### src/rtl/cpu_register_file.sv
// CPU register file: GPRs (A, X, Y, extra), stack pointer with push/pop, masked status.
// Optional REGFILE_BYPASS_EN forwards same-cycle writes to the read ports.
module cpu_register_file #(
   parameter int              DATA_W     = 8,
   parameter int              NUM_GPR    = 3,
   parameter int              SEL_W      = 3,
   parameter logic [DATA_W-1:0] SP_RST   = 8'hFF,
   parameter logic [DATA_W-1:0] STATUS_RST = 8'h00
) (
   input  logic              clk_1,
   input  logic              rst,
   input  logic              wr_en,
   input  logic [SEL_W-1:0]  wr_sel,
   input  logic [DATA_W-1:0] wr_data,
   input  logic [SEL_W-1:0]  rd_sel_a,
   input  logic [SEL_W-1:0]  rd_sel_b,
   output logic [DATA_W-1:0] rd_data_a,
   output logic [DATA_W-1:0] rd_data_b,
   input  logic              sp_inc,
   input  logic              sp_dec,
   output logic [DATA_W-1:0] sp_out,
   output logic              sp_wrap,
   input  logic [DATA_W-1:0] status_wr_mask,
   input  logic [DATA_W-1:0] status_in,
   output logic [DATA_W-1:0] status_out
);

   localparam logic [SEL_W-1:0] SP_SEL = SEL_W'(NUM_GPR);

   logic [DATA_W-1:0] r_gpr [NUM_GPR];
   logic [DATA_W-1:0] r_sp;
   logic [DATA_W-1:0] r_status;
   logic              r_sp_wrap;
   logic              w_sp_wr;
   logic [DATA_W-1:0] w_rd_a;
   logic [DATA_W-1:0] w_rd_b;

   assign w_sp_wr = wr_en && (wr_sel == SP_SEL);

   always_ff @(posedge clk_1 or posedge rst) begin
      if (rst) begin
         for (int i = 0; i < NUM_GPR; i++) r_gpr[i] <= '0;
      end else begin
         for (int i = 0; i < NUM_GPR; i++)
            if (wr_en && (wr_sel == SEL_W'(i))) r_gpr[i] <= wr_data;
      end
   end

   // A direct SP write wins over push/pop; inc and dec together cancel.
   always_ff @(posedge clk_1 or posedge rst) begin
      if (rst) begin
         r_sp      <= SP_RST;
         r_sp_wrap <= 1'b0;
      end else if (w_sp_wr) begin
         r_sp      <= wr_data;
         r_sp_wrap <= 1'b0;
      end else if (sp_inc && !sp_dec) begin
         r_sp      <= r_sp + 1'b1;
         r_sp_wrap <= &r_sp;
      end else if (sp_dec && !sp_inc) begin
         r_sp      <= r_sp - 1'b1;
         r_sp_wrap <= ~|r_sp;
      end else begin
         r_sp_wrap <= 1'b0;
      end
   end

   always_ff @(posedge clk_1 or posedge rst) begin
      if (rst) r_status <= STATUS_RST;
      else     r_status <= (r_status & ~status_wr_mask) |
                           (status_in & status_wr_mask);
   end

   always_comb begin
      w_rd_a = '0;
      for (int i = 0; i < NUM_GPR; i++)
         if (rd_sel_a == SEL_W'(i)) w_rd_a = r_gpr[i];
      if (rd_sel_a == SP_SEL) w_rd_a = r_sp;
`ifdef REGFILE_BYPASS_EN
      if (wr_en && (wr_sel == rd_sel_a) && (wr_sel <= SP_SEL))
         w_rd_a = wr_data;
`endif
   end

   always_comb begin
      w_rd_b = '0;
      for (int i = 0; i < NUM_GPR; i++)
         if (rd_sel_b == SEL_W'(i)) w_rd_b = r_gpr[i];
      if (rd_sel_b == SP_SEL) w_rd_b = r_sp;
`ifdef REGFILE_BYPASS_EN
      if (wr_en && (wr_sel == rd_sel_b) && (wr_sel <= SP_SEL))
         w_rd_b = wr_data;
`endif
   end

   assign rd_data_a  = w_rd_a;
   assign rd_data_b  = w_rd_b;
   assign sp_out     = r_sp;
   assign sp_wrap    = r_sp_wrap;
   assign status_out = r_status;

endmodule
### config.mk
export PLATFORM = sky130hd
export DESIGN_NAME = cpu_register_file
export DESIGN_NICKNAME = d
export VERILOG_FILES = /design/src/rtl/cpu_register_file.sv
export SDC_FILE = /design/constraint.sdc
export NUM_CORES = 1
export LEC_CHECK = 0
export BUFFER_PORTS_ARGS = -buffer_cell sky130_fd_sc_hd__buf_2
export CAP_MARGIN = 10
export CORE_MARGIN = 5
export CORE_UTILIZATION = 30
export CTS_CLUSTER_DIAMETER = 50
export CTS_CLUSTER_SIZE = 25
export DETAILED_ROUTE_END_ITERATION = 7
export GPL_TIMING_DRIVEN = 0
export PLACE_DENSITY_LB_ADDON = 0.3
export SYNTH_ARGS = -nofsm -noshare
export SYNTH_HDL_FRONTEND = slang
export SYNTH_SLANG_ARGS = --single-unit
### constraint.sdc
create_clock -name clk_1 -period 2.1 [get_ports clk_1]
set_input_delay 0.105 -clock clk_1 [delete_from_list [all_inputs] [get_ports clk_1]]
set_output_delay 0.105 -clock clk_1 [all_outputs]
set_load 0.02 [all_outputs]
==> impl_metrics.ini, run 1 <==
[run_status]
outcome = complete, but fails checks
violations = hold timing

[die]
coreArea_sq_um = 8220
fp-row-count = 33
die-area_sq_um = 10300
die_h_microns = 102
num_io_pins = 71
die_x_microns = 102
start_util_pct = 30.7

[synth]
ys_dominant_reg_cell = dfrtp_1
synth_top_area_share_pct = 32.7
ys_types = 44
syn_nets = 243
postSynthCellCount = 198
yosys_warnings = 0
synth_top_cell_by_area = dfrtp_1
synth_area_leaders = dfrtp_1 33%, mux2_2 14%, mux4_2 13%
ys_seq_area_share_pct = 41.1
synthArstFlopShare_pct = 100
synth.most_common_cell = dfrtp_1
synth_edf_count = 0
syn_area_per_cell_sq_um = 12.7
ys_ff_latch = 41
synth_area_sq_um = 2520
ys_top_cells_by_count = 33 x dfrtp_1, 32 x mux2_2, 16 x nor2b_1, 14 x mux4_2, 11 x a21oi_1

[clocking]
postCtsHoldBufs = 0
clock_latency_ns = 0.30
htreeDepth = 2
clockBufferDepth = 2
cts_tree = done
cts-root-buf = clkbuf_8
post_cts_resized = 0
path_clk_slew_ns = 0.09
numCtsBuffers = 5
cts_sinks = 41
postCtsSetupBuffers = 0

[global_routing]
grt_pass1_vias = 1898
grtUsageMet1_pct = 17.1
grt_max_degree = 42
track_usage_pct = 12.7
met2_usage_pct = 21.1
grt_pass1_wl_microns = 9970
grt_busiest_layer = met2
grt-ovfl-total = 0
antenna_found_initial = 0
grtUsageMet3_pct = 2.34

[pwr]
power.density_nw_per_um2 = 1160
power.ir.vdd_worst_mv = 0.366
p_total_mw = 3.61
p_leak_nw = 1.37

[sta]
finalHoldViolations = 33
drv_slew = 0
min_period_ns = 1.88
timing.fmax_mhz = 532
finalSetupViolations = 0
fin_skew_ns = 0.00596
worst_slew_pin_slew_ns = 0.862
rsz0062_at_grt = no
finalCritPeriodShare_pct = 89.5
setup_tns_ns = 0
hold_ws_ns = -0.0268
relSlewSlack_pct = 42.5

[setup_path]
crit_arrival_ns = 2.12
crit_path_frequent_cell = a211o_1
reg2reg_setup_slack_ns = 0.22
crit_chain = ha_1 > a211o_1 > a21o_1 > a211o_1 > a21oi_2
critPathKind = reg -> reg
cp-start-kind = flop
worst_path_largest_cell_delay_ns = 0.63
required_ns = 2.34
crit_path_max_fanout = 8
critPathCaptureType = flop
cp_slowest_cell = dfstp_2

[finish]
final_util_pct = 38.0
drive_gt1_share_pct = 52.9
regArea_sq_um = 1040
multi_input_area_sq_um = 1440
nFillCells = 828
antenna_cells = 0
area_growth_syn_to_layout_pct = 23.8
final_nets = 316
final_cells = 377

[flow_run]
max-cap-violations = 0

[routing]
finalWirelength_microns = 6520
first_pass_iters = 4
drc = 0
drt_iter0_drc = 103
via_per_inst = 5.09
route.vias.total = 1919
ant_nets = 0
detail_route.wl_per_cell_microns = 17.3

[place]
gp_congestion = 0.804
placed_cells = 369
io_buffers = 66
dp_hpwl_microns = 4900

[hold_path]
holdCritPathClass = in -> async
-- placed cells by master (no fill, tap or decap), types with 2 or more instances in the layout --
master / count
buf_2: 71
dfrtp_1: 33
mux2_2: 32
nor2b_1: 16
mux4_2: 14
a21oi_1: 11
nor2_1: 9
dfstp_2: 8
nand2_1: 6
ha_1: 6
a211o_1: 5
clkbuf_8: 5
nor3_1: 4
o21ai_0: 3
nand2b_1: 3
nor4_1: 3
nand4_1: 3
xnor2_1: 2
mux2i_1: 2
a21o_1: 2
and4bb_2: 2
clkbuf_1: 2
mux4_1: 2
a31oi_1: 2
nand3_1: 2
bufinv_16: 2
-- through the flow --
step	hold slack, ns	setup WS (ns)	instance area, sq um
6_report	-0.0268	0.221	3120
5_1_grt	0.0272	0.137	3120
4_1_cts	0.0171	0.223	3120
3_5_place_dp	0.340	0.154	2980
3_3_place_gp	0.337	0.166	2980
2_1_floorplan	0.207	0.299	2520
-- layout make-up --
| cell class | count | area share [%] |
|---|---|---|
| multi-input combinational | 147 | 46.1 |
| sequential | 41 | 33.2 |
| timing repair buffer | 66 | 10.6 |
| tap | 105 | 4.21 |
| clock buffer | 5 | 2.20 |
| clock inverter | 3 | 2.20 |
| buffer | 8 | 1.28 |
| inverter | 2 | 0.240 |
-- routing by layer --
| metal | vias to the layer above | part of all wire (%) |
|---|---|---|
| met2 | 41 | 49 |
| met3 | 8 | 4.3 |
| met5 | - | 0 |
| met4 | 0 | 1.0 |
| met1 | 961 | 46 |
| li1 | 909 | - |
-- worst max-delay path: cells and delay by family (launching register included) --
| kind | cells | cell delay (ns) |
|---|---|---|
| adder cells (fa/ha/maj) | 1 | 0.27 |
| AO/OA/AOI/OAI | 4 | 0.92 |
| flip-flops | 1 | 0.63 |
-- where the power goes --
group / internal (mW) / total (mW) / switching (mW)
combinational: 0.740 / 1.51 / 0.770
clock: 0.479 / 0.783 / 0.305
sequential: 1.05 / 1.32 / 0.268
-- kinds of logic after synthesis --
logic type	synth area share, %
and+or+nand+nor	14.0
muxes	29.7
DFF	41.1
AOI/OAI and AO/OA	8.58
buffers and inverters	1.89
adders and majority gates	3.77
xor gates and xnor gates	1.04
-- path summary, 6_finish.rpt --
| path | startpoint | to | cells past startpoint |
|---|---|---|---|
| worst min register to register | flop | flop | 1 |
| worst min-delay path | rst | async pin | 2 |
| worst max-delay path | sp_out[1] | sp_out[5] | 5 |
| min in group clk_1 | status_in[4] | flop | 2 |
| worst max register to register | sp_out[1] | sp_out[5] | 5 |
| max in group asynchronous | rst | r_gpr[22] | 2 |
Note: power is estimated with default switching activity, not from simulation.
==> run 2, diff against run 1 <==
Settings changed: PLACE_DENSITY set to 0.5, PLACE_DENSITY_LB_ADDON 0.3 to unset.
==> run 2 against run 1 <==
Effect of this change: the flow still finishes with violations (hold timing); combinational power is essentially flat; sequential cell count did not move; register-to-register slack about the same; clock skew is 0.0041 ns lower; hold slack improved by 0.018 ns; global-route usage is 0.23 points higher; clock power fell by 28%.
==> impl_metrics.ini, run 2 (synthesis gave the netlist of run 1 again) <==
[finish]
final_nets = 316
area_growth_syn_to_layout_pct = 22.3
layout_commonest_cell = buf_2
antenna_cells = 0
fin_area_sq_um = 3090
drive_gt1_share_pct = 52.9
final_cell_mix = 71 x buf_2, 33 x dfrtp_1, 32 x mux2_2

[run_status]
violations = hold timing
outcome = complete, but fails checks

[setup_path]
critPathBufInv = 0
critPathCaptureType = flop
worst_path_largest_cell_delay_ns = 0.62
reg2reg_to = sp_out[5]
critPathTopFamily = compound AO/OA/AOI/OAI gates
crit_path_max_fanout = 8
crit_chain = ha_1 > a211o_1 > a21o_1 > a211o_1 > a21oi_2
r2r_cells = 5
critPathKind = reg -> reg
r2r-start = sp_out[1]
cp-start-kind = flop
reg2reg_setup_slack_ns = 0.22
crit_arrival_ns = 2.10
required_ns = 2.33
cp_slowest_cell = dfstp_2
crit_path_frequent_cell = a211o_1

[sta]
hold_ws_ns = -0.00855
drv_slew = 0
rsz0062_at_grt = no
setup_tns_ns = 0
worst_slew_pin_slew_ns = 0.862
fin_skew_ns = 0.00184
relSlewSlack_pct = 42.5
finalSetupViolations = 0
timing.fmax_mhz = 533
finalHoldViolations = 19
finalCritPeriodShare_pct = 89.4
min_period_ns = 1.88

[pwr]
power.ir.vdd_worst_mv = 0.264
p_total_mw = 3.40
comb_power_share_pct = 44.4
power.density_nw_per_um2 = 1100
internal-power_mw = 2.09
p_leak_nw = 1.36
p_seq_share_pct = 39.1
switchingPower_mw = 1.31
clkPwrFrac_pct = 16.6
switching_share_pct = 38.6

[clocking]
post_cts_resized = 0
htreeDepth = 2
cts_tree = done
postCtsHoldBufs = 0
cts_sinks = 41
clock_latency_ns = 0.28
numCtsBuffers = 5
path_clk_slew_ns = 0.08
clockBufferDepth = 2
postCtsSetupBuffers = 0
cts-root-buf = clkbuf_8

[global_routing]
grt_max_degree = 42
grt_pass1_vias = 1911
antenna_found_initial = 0
grt-ovfl-total = 0
track_usage_pct = 12.9
grt_pass1_wl_microns = 10200

[die]
start_util_pct = 30.7
die-area_sq_um = 10300
fp-row-count = 33
coreArea_sq_um = 8220
die_h_microns = 102
num_io_pins = 71
die_x_microns = 102

[routing]
route.vias.total = 1907
via_per_inst = 5.06
detail_route.wl_per_cell_microns = 17.3
drt_iter0_drc = 32
ant_nets = 0
first_pass_iters = 4
drc = 0
finalWirelength_microns = 6530

[place]
place_area_sq_um = 2980
dp_hpwl_microns = 4940
io_buffers = 66
gp_congestion = 0.782

[hold_path]
holdCritPathClass = in -> async

[flow_run]
max-cap-violations = 0
-- run 2: cell count changes in the layout (fill, tap and decap cells not counted) --
cell / change
inv_6: -1
clkbuf_8: +2
clkinv_2: +1
bufinv_16: -2
-- run 2: how the worst max path moves through the flow --
stage                         start   endpoint  slack [ns]  depth (start not counted)
after detailed placement     sp_dec  sp_out[5]        0.13                          7
after global placement       sp_dec  sp_out[4]        0.13                          7
after global routing      sp_out[1]  sp_out[5]        0.14                          5
after floorplan           sp_out[1]  sp_out[5]        0.30                          5
final                     sp_out[1]  sp_out[5]        0.22                          5
after CTS                 sp_out[1]  sp_out[5]        0.21                          5
-- run 2: through the flow --
| stage | util [%] | hold slack, ns | cells | setup slack [ns] |
|---|---|---|---|---|
| global placement | 36.3 | 0.338 | 369 | 0.127 |
| detailed placement | 36.3 | 0.331 | 369 | 0.127 |
| CTS | 37.6 | 0.0101 | 377 | 0.212 |
| finish | 37.6 | -0.00855 | 377 | 0.223 |
| global route | 37.6 | 0.0374 | 377 | 0.136 |
| floorplan | - | 0.207 | 198 | 0.299 |
-- run 2: final cells by class --
type	count	area, sq um
Clock inverter	1	5.00
Tap cell	105	131
Buffer	8	40.0
Timing Repair Buffer	66	330
Fill cell	810	5130
Inverter	2	7.51
Sequential cell	41	1040
Multi-Input combinational cell	147	1440
Clock buffer	7	96.3
-- run 2: power by group through the flow --
| stage | Sequential (mW) | Clock [mW] | Combinational, mW |
|---|---|---|---|
| floorplan | 1.36 | 0 | 1.03 |
| CTS | 1.33 | 0.584 | 1.52 |
| finish | 1.33 | 0.563 | 1.51 |
| detailed placement | 1.35 | 0 | 1.52 |
| global route | 1.37 | 0.610 | 1.66 |
| global placement | 1.33 | 0 | 1.50 |
-- run 2: layer usage --
| layer | GRT usage (%) | up-vias | part of all wire (%) |
|---|---|---|---|
| met5 | 0 | - | 0 |
| met4 | 3.89 | 0 | 1.4 |
| met1 | 17.8 | 948 | 45 |
| met3 | 2.20 | 6 | 4.0 |
| met2 | 20.8 | 42 | 49 |
| li1 | - | 911 | - |
